===== src/rtl/viterbi_frame_ctrl.sv =====
// Frame sequencer for the 4-state hard-decision Viterbi decoder step.
// Clears the decoder, streams N data pairs plus TAIL termination pairs into it,
// packs the decoded data bits LSB-first into OUT_W-bit words and flags a
// trellis that does not terminate in state 00.
module viterbi_frame_ctrl #(
  parameter int unsigned LEN_W = 8,
  parameter int unsigned TAIL  = 2,
  parameter int unsigned OUT_W = 8
) (
  input  logic             clk,
  input  logic             reset,
  input  logic             start,
  input  logic [LEN_W-1:0] frame_len,
  output logic             busy,
  input  logic             in_valid,
  input  logic [1:0]       in_sym,
  output logic             in_ready,
  output logic             dec_reset,
  output logic             dec_en,
  output logic [1:0]       dec_y,
  input  logic             dec_x,
  input  logic [1:0]       dec_state,
  output logic             out_valid,
  output logic [OUT_W-1:0] out_data,
  output logic             out_last,
  input  logic             out_ready,
  output logic             done,
  output logic             tail_err
);

  localparam int unsigned CntW = LEN_W + 2;
  localparam int unsigned BitW = (OUT_W > 1) ? $clog2(OUT_W) : 1;

  typedef enum logic [2:0] {
    StIdle, StClear, StRun, StTail, StCheck, StDrain, StDone
  } state_e;

  state_e           state_q;
  logic [LEN_W-1:0] len_q;
  logic [CntW-1:0]  cnt_q;
  logic [BitW-1:0]  bitcnt_q;
  logic [OUT_W-1:0] pack_q;
  logic             out_valid_q;
  logic [OUT_W-1:0] out_data_q;
  logic             out_last_q;
  logic             tail_err_q;

  logic             consume;
  logic [CntW-1:0]  cnt_inc;
  logic             last_data;
  logic             last_tail;
  logic [OUT_W-1:0] word;
  logic             word_end;
  logic             load;

  // Handshake, decoder drive and packer next-word decode.
  always_comb begin
    // A held output word blocks intake so a load can never overwrite it.
    in_ready  = ((state_q == StRun) || (state_q == StTail)) && !(out_valid_q && !out_ready);
    consume   = in_valid && in_ready;
    dec_en    = consume;
    dec_y     = in_sym;
    dec_reset = reset || (state_q == StClear);
    busy      = (state_q != StIdle);
    done      = (state_q == StDone);
    out_valid = out_valid_q;
    out_data  = out_data_q;
    out_last  = out_last_q;
    tail_err  = tail_err_q;
    cnt_inc   = cnt_q + 1'b1;
    last_data = (cnt_inc == {2'b00, len_q});
    last_tail = (cnt_inc == CntW'(TAIL));
    word      = pack_q | (OUT_W'(dec_x) << bitcnt_q);
    word_end  = (bitcnt_q == BitW'(OUT_W - 1)) || last_data;
    load      = consume && (state_q == StRun) && word_end;
  end

  // Frame FSM, counters, packer and single-entry output register.
  always_ff @(posedge clk) begin
    if (reset) begin
      state_q     <= StIdle;
      len_q       <= '0;
      cnt_q       <= '0;
      bitcnt_q    <= '0;
      pack_q      <= '0;
      out_valid_q <= 1'b0;
      out_data_q  <= '0;
      out_last_q  <= 1'b0;
      tail_err_q  <= 1'b0;
    end else begin
      // Load wins over accept so a word can leave and the next arrive on one edge.
      if (load) begin
        out_valid_q <= 1'b1;
        out_data_q  <= word;
        out_last_q  <= last_data;
      end else if (out_valid_q && out_ready) begin
        out_valid_q <= 1'b0;
        out_data_q  <= '0;
        out_last_q  <= 1'b0;
      end

      case (state_q)
        StIdle: begin
          if (start && (frame_len != '0)) begin
            len_q      <= frame_len;
            tail_err_q <= 1'b0;
            cnt_q      <= '0;
            bitcnt_q   <= '0;
            pack_q     <= '0;
            state_q    <= StClear;
          end
        end
        StClear: state_q <= StRun;
        StRun: begin
          if (consume) begin
            if (last_data) begin
              cnt_q   <= '0;
              state_q <= StTail;
            end else begin
              cnt_q <= cnt_inc;
            end
            if (word_end) begin
              pack_q   <= '0;
              bitcnt_q <= '0;
            end else begin
              pack_q   <= word;
              bitcnt_q <= bitcnt_q + 1'b1;
            end
          end
        end
        StTail: begin
          if (consume) begin
            if (last_tail) begin
              cnt_q   <= '0;
              state_q <= StCheck;
            end else begin
              cnt_q <= cnt_inc;
            end
          end
        end
        StCheck: begin
          tail_err_q <= (dec_state != 2'b00);
          state_q    <= StDrain;
        end
        StDrain: if (!out_valid_q) state_q <= StDone;
        StDone:  state_q <= StIdle;
        default: state_q <= StIdle;
      endcase
    end
  end

endmodule


===== config.mk =====
export PLATFORM = sky130hd
export DESIGN_NAME = viterbi_frame_ctrl
export DESIGN_NICKNAME = d
export VERILOG_FILES = /design/src/rtl/viterbi_frame_ctrl.sv
export SDC_FILE = /design/constraint.sdc
export NUM_CORES = 1
export LEC_CHECK = 0
export ABC_AREA = 1
export CAP_MARGIN = 30
export CORE_MARGIN = 2
export CORE_UTILIZATION = 39
export DETAILED_ROUTE_END_ITERATION = 10
export PLACE_DENSITY_LB_ADDON = 0.3
export SLEW_MARGIN = 20
export SYNTH_ARGS = -nofsm -noshare
export SYNTH_HDL_FRONTEND = slang
export SYNTH_SLANG_ARGS = --single-unit

===== constraint.sdc =====
create_clock -name clk -period 4.2 [get_ports clk]
set_input_delay 0.84 -clock clk [delete_from_list [all_inputs] [get_ports clk]]
set_output_delay 0.84 -clock clk [all_outputs]
set_load 0.02 [all_outputs]

==> report_table.html <==
<table>
<tr><th>Metric</th><th>Value</th></tr>
<tr><th colspan="2">Outcome</th></tr>
<tr><td>Outcome</td><td>finished clean</td></tr>
<tr><th colspan="2">Synthesis</th></tr>
<tr><td>Fraction of the yosys area taken by sequential cells</td><td>a little over a third</td></tr>
<tr><td>Fraction of post-synthesis cell area in the top cell type by area</td><td>35.83%</td></tr>
<tr><td>Compound-Gate Fraction of Synth Area</td><td>between 10% and 20%</td></tr>
<tr><td>Most numerous cell in the Yosys netlist</td><td>nand2_1</td></tr>
<tr><td>Leading post-synthesis cells by instance count</td><td>nand2_1 (82), nand3_1 (50), dfxtp_1 (43), inv_1 (41), a21oi_1 (34)</td></tr>
<tr><td>Xor/xnor cell area share of the yosys netlist</td><td>0%</td></tr>
<tr><td>Simple-Gate Fraction of Synth Area</td><td>36.04%</td></tr>
<tr><td>Average size of a mapped cell</td><td>about 6.7 sq um</td></tr>
<tr><td>Most area-hungry cell type in the Yosys netlist</td><td>dfxtp_1</td></tr>
<tr><td>Synth Area in Adders</td><td>roughly 2.1%</td></tr>
<tr><td>Main combinational cell family by area after synthesis</td><td>simple AND/OR/NAND/NOR gates</td></tr>
<tr><td>Synth cell types</td><td>25</td></tr>
<tr><td>Number of enable flip-flop cells after synthesis</td><td>0</td></tr>
<tr><td>Dominant register cell in the synthesized netlist</td><td>dfxtp_1</td></tr>
<tr><td>Number of cells produced by synthesis</td><td>357</td></tr>
<tr><td>Leading post-synthesis cells by cell area</td><td>dfxtp_1 (36%), nand2_1 (13%), nand3_1 (10%)</td></tr>
<tr><td>Flop and latch count out of synthesis</td><td>43</td></tr>
<tr><td>Synth warnings</td><td>0</td></tr>
<tr><td>Post-synthesis instance area</td><td>between 2000 and 2500 sq um</td></tr>
<tr><td>Share of synthesized area spent on multiplexers</td><td>0%</td></tr>
<tr><td>Async S/R FF share, synth</td><td>0%</td></tr>
<tr><td>Synthesized net count</td><td>379</td></tr>
<tr><th colspan="2">Finish</th></tr>
<tr><td>Final Instance Count excl. Fillers</td><td>between 400 and 500</td></tr>
<tr><td>Share of cells above drive strength 1</td><td>between 10% and 20%</td></tr>
<tr><td>ANT cells</td><td>0</td></tr>
<tr><td>Number of fillers in the final layout</td><td>592</td></tr>
<tr><td>Cell area after layout</td><td>around 2900 sq um</td></tr>
<tr><td>Layout overhead on the synthesized area</td><td>19.01%</td></tr>
<tr><td>Nets</td><td>between 400 and 500</td></tr>
<tr><th colspan="2">Pwr</th></tr>
<tr><td>Power share of the combinational group</td><td>about two fifths</td></tr>
<tr><td>Switching power summed over all nets</td><td>~560 uW</td></tr>
<tr><td>Sequential power share</td><td>a little under two fifths</td></tr>
<tr><td>PD cells</td><td>~460 nW/um^2</td></tr>
<tr><td>P_leak</td><td>about 0.0011 uW</td></tr>
<tr><td>Maximum VDD drop</td><td>286.9 uV</td></tr>
<tr><td>Cell Int Power</td><td>760.0 uW</td></tr>
<tr><td>Proportion of total power due to net switching</td><td>approximately 42%</td></tr>
<tr><td>Clock share of power</td><td>21.0%</td></tr>
<tr><th colspan="2">Floorplanning</th></tr>
<tr><td>Number of standard-cell rows in the floorplan</td><td>28</td></tr>
<tr><td>Overall die height</td><td>82.49 microns</td></tr>
<tr><td>Ports</td><td>36</td></tr>
<tr><td>Starting Density</td><td>around two fifths</td></tr>
<tr><td>Floorplan core area</td><td>5921 sq um</td></tr>
<tr><td>Overall die area</td><td>~6800 sq um</td></tr>
<tr><td>Die X</td><td>about 82 microns</td></tr>
<tr><th colspan="2">Timing</th></tr>
<tr><td>Final setup TNS</td><td>0 ns</td></tr>
<tr><td>Slew Limit Headroom</td><td>59.83%</td></tr>
<tr><td>Highest Clock Rate</td><td>~320 MHz</td></tr>
<tr><td>Number of setup violations in the final report</td><td>0</td></tr>
<tr><td>Max-slew violation count</td><td>0</td></tr>
<tr><td>Setup WS post-layout</td><td>approximately 1.0 ns</td></tr>
<tr><td>Clock tree skew after final layout</td><td>0.01050 ns</td></tr>
<tr><td>Post-layout minimum cycle time</td><td>approximately 3.2 ns</td></tr>
<tr><td>Number of hold-slack violations in the final timing report</td><td>0</td></tr>
<tr><td>Unrepaired setup endpoints after global routing</td><td>no</td></tr>
<tr><td>Crit share post-route</td><td>~75%</td></tr>
<tr><td>Actual transition at the worst max-transition pin</td><td>~0.60 ns</td></tr>
<tr><th colspan="2">GRT</th></tr>
<tr><td>Pin count of the biggest net entering global routing</td><td>26</td></tr>
<tr><td>Number of antenna violations at the first check in global routing</td><td>0</td></tr>
<tr><td>Leftover overflow at the end of global routing</td><td>0</td></tr>
<tr><td>First-pass GRT wire length</td><td>~9500 microns</td></tr>
<tr><td>Total GRT Usage</td><td>a little under a fifth</td></tr>
<tr><td>Via count of the first global-routing pass</td><td>2121</td></tr>
<tr><th colspan="2">Placement</th></tr>
<tr><td>Placement Setup Slack</td><td>between 1 and 1.5 ns</td></tr>
<tr><td>Gpl congestion</td><td>around 0.86</td></tr>
<tr><td>Hpwl dp</td><td>around 4400 microns</td></tr>
<tr><td>Area after detailed placement</td><td>roughly 2800 sq um</td></tr>
<tr><td>Post-placement cell count</td><td>456</td></tr>
<tr><td>Number of input and output port buffers inserted</td><td>31</td></tr>
<tr><th colspan="2">Clock network</th></tr>
<tr><td>Root buf cell</td><td>clkbuf_8</td></tr>
<tr><td>Worst-Skew Late Latency</td><td>approximately 0.31 ns</td></tr>
<tr><td>Clk buf depth</td><td>2</td></tr>
<tr><td>Quantity of hold-fixing buffers added after cts</td><td>0</td></tr>
<tr><td>CTS Buf Count</td><td>5</td></tr>
<tr><td>Clk slew on worst S/H paths</td><td>0.09 ns</td></tr>
<tr><td>Number of levels in the clock H-tree</td><td>2</td></tr>
<tr><td>TritonCTS clock tree</td><td>yes</td></tr>
<tr><td>Clock Sink Count</td><td>43</td></tr>
<tr><td>Post-CTS Repair Setup Buffers</td><td>0</td></tr>
<tr><td>Number of gates resized after cts</td><td>0</td></tr>
<tr><th colspan="2">Worst setup path</th></tr>
<tr><td>Startpoint kind of the worst setup timing path</td><td>input pin</td></tr>
<tr><td>Biggest fanout along the worst timing path</td><td>4</td></tr>
<tr><td>Beginning of the critical path</td><td>out_ready</td></tr>
<tr><td>Data required, critical path</td><td>~3.4 ns</td></tr>
<tr><td>Cells on worst reg2reg path</td><td>12</td></tr>
<tr><td>Series of cell instances along the critical path</td><td>clkdlybuf4s50_1 &gt; nor2_1 &gt; nor2_2 &gt; nand2_2 &gt; inv_2 &gt; clkdlybuf4s50_1</td></tr>
<tr><td>Beginning of the worst register-to-register path</td><td>cnt_q[0]$_SDFFE_PP0P_</td></tr>
<tr><td>Most used cell, CP</td><td>clkdlybuf4s50_1</td></tr>
<tr><td>Critical Setup Path Class</td><td>in2out</td></tr>
<tr><td>Crit path to</td><td>dec_en</td></tr>
<tr><td>Crit path capture type</td><td>primary output</td></tr>
<tr><td>Worst r2r dst</td><td>pack_q[6]$_SDFFE_PP0P_</td></tr>
<tr><td>Number of buffer and inverter stages on the critical path</td><td>3</td></tr>
<tr><td>Cell count along the critical path</td><td>6</td></tr>
<tr><td>Slowest cell on crit path</td><td>clkdlybuf4s50_1</td></tr>
<tr><td>Family with the most delay on the worst path</td><td>buffers and inverters</td></tr>
<tr><td>FF-to-FF setup slack</td><td>between 1.5 and 2 ns</td></tr>
<tr><td>Arr. time, crit path</td><td>roughly 2.3 ns</td></tr>
<tr><td>Crit path largest cell delay</td><td>~0.61 ns</td></tr>
<tr><th colspan="2">Routing</th></tr>
<tr><td>Vias post-DR</td><td>between 2000 and 2500</td></tr>
<tr><td>Residual DRC</td><td>0</td></tr>
<tr><td>Detail-routed net length per standard cell</td><td>approximately 12 microns</td></tr>
<tr><td>WL final</td><td>roughly 5700 microns</td></tr>
<tr><td>Initial detailed-routing violation count</td><td>a little over 90</td></tr>
<tr><td>Detailed Routing Iterations Pass 1</td><td>5</td></tr>
<tr><td>DRT antenna net count</td><td>0</td></tr>
<tr><td>Vias per cell</td><td>5.050</td></tr>
<tr><th colspan="2">Job</th></tr>
<tr><td>Number of max-cap violations</td><td>0</td></tr>
<tr><th colspan="2">Min path</th></tr>
<tr><td>Type of the most critical hold path</td><td>reg2reg</td></tr>
</table>
[worst min path at each step]
stage                                start                     end  slack, ns  cells past startpoint
CTS                 pack_q[4]$_SDFFE_PP0P_  pack_q[4]$_SDFFE_PP0P_       0.46                      2
finish              pack_q[2]$_SDFFE_PP0P_  pack_q[2]$_SDFFE_PP0P_       0.46                      2
floorplan           pack_q[2]$_SDFFE_PP0P_  pack_q[2]$_SDFFE_PP0P_       0.44                      2
detailed placement  pack_q[4]$_SDFFE_PP0P_  pack_q[4]$_SDFFE_PP0P_       0.45                      2
global route        pack_q[5]$_SDFFE_PP0P_  pack_q[5]$_SDFFE_PP0P_       0.48                      2
global placement    pack_q[4]$_SDFFE_PP0P_  pack_q[4]$_SDFFE_PP0P_       0.44                      2
[final cells by class]
type                            instances  area, sq um  share of cell area (%)
Sequential cell                        43        860.8                   30.11
Multi-Input combinational cell        258         1309                   45.78
Timing Repair Buffer                   33        325.3                   11.38
Clock inverter                          3        25.02                  0.8753
Tap cell                               75        93.84                   3.282
Clock buffer                            5        68.82                   2.407
Inverter                               47        176.4                   6.171
[registers in the layout, summed over array words and instances, names as in the netlist]
register and count:
out_valid 1, out_last 1, out_data 8, tail_err 1, len_q 8, bitcnt_q 3
pack_q 8, state_q 3, cnt_q 10
[worst min-delay path: cells and delay by family (launching register included)]
kind,cells,cell delay [ns]
DFF,1,0.32
AOI/OAI and AO/OA,1,0.06
and+or+nand+nor,1,0.06
[power groups by stage]
stage	Combinational (uW)	Sequential [uW]	Clock, uW
global placement	536	514	0
global route	619	512	302
detailed placement	540	514	0
CTS	543	504	290
floorplan	424	506	0
finish	540	504	277
[metal layers]
metal	global-route usage, %	share of wire [%]	vias to the layer above
li1	-	-	1239
met3	4.891	4.1	6
met2	28.95	46	37
met4	6.167	1.4	0
met5	0	0	-
met1	24.30	48	1061
[cells by family (layout without fill, tap and decap cells)]
group	after synthesis	count (layout)
simple gates	185	185
compound gates	69	69
flops	43	43
buf+inv	56	88
fa+ha+maj	4	4
[metrics by stage]
step / utilization, % / power, uW / hold slack, ns
2_1_floorplan: - / 930.2 / 0.4359
3_3_place_gp: 46.70 / 1050 / 0.4449
3_5_place_dp: 46.70 / 1053 / 0.4492
4_1_cts: 48.29 / 1337 / 0.4640
5_1_grt: 48.29 / 1433 / 0.4834
6_report: 48.29 / 1321 / 0.4632
[layout by cell type, fill, tap and decap left out]
cell,netlist,layout
nand2_1,82,82
nand3_1,50,50
dfxtp_1,43,43
inv_1,41,41
a21oi_1,34,34
clkdlybuf4s50_1,0,31
nor2_1,23,23
o21ai_0,17,17
nand2_2,8,8
o21bai_1,7,7
inv_2,6,6
nand3_2,5,5
nor2_2,5,5
o21ai_1,5,5
nand4_1,5,5
a21oi_2,5,5
clkbuf_8,0,5
ha_1,4,4
nand2_4,2,2
nor4_1,2,2
clkinv_4,0,2
buf_4,2,2
nor2_4,1,1
a21oi_4,1,1
nor3_1,1,1
nand3b_1,1,1
clkinvlp_4,0,1
No activity file was read; power rests on OpenSTA's default activity.
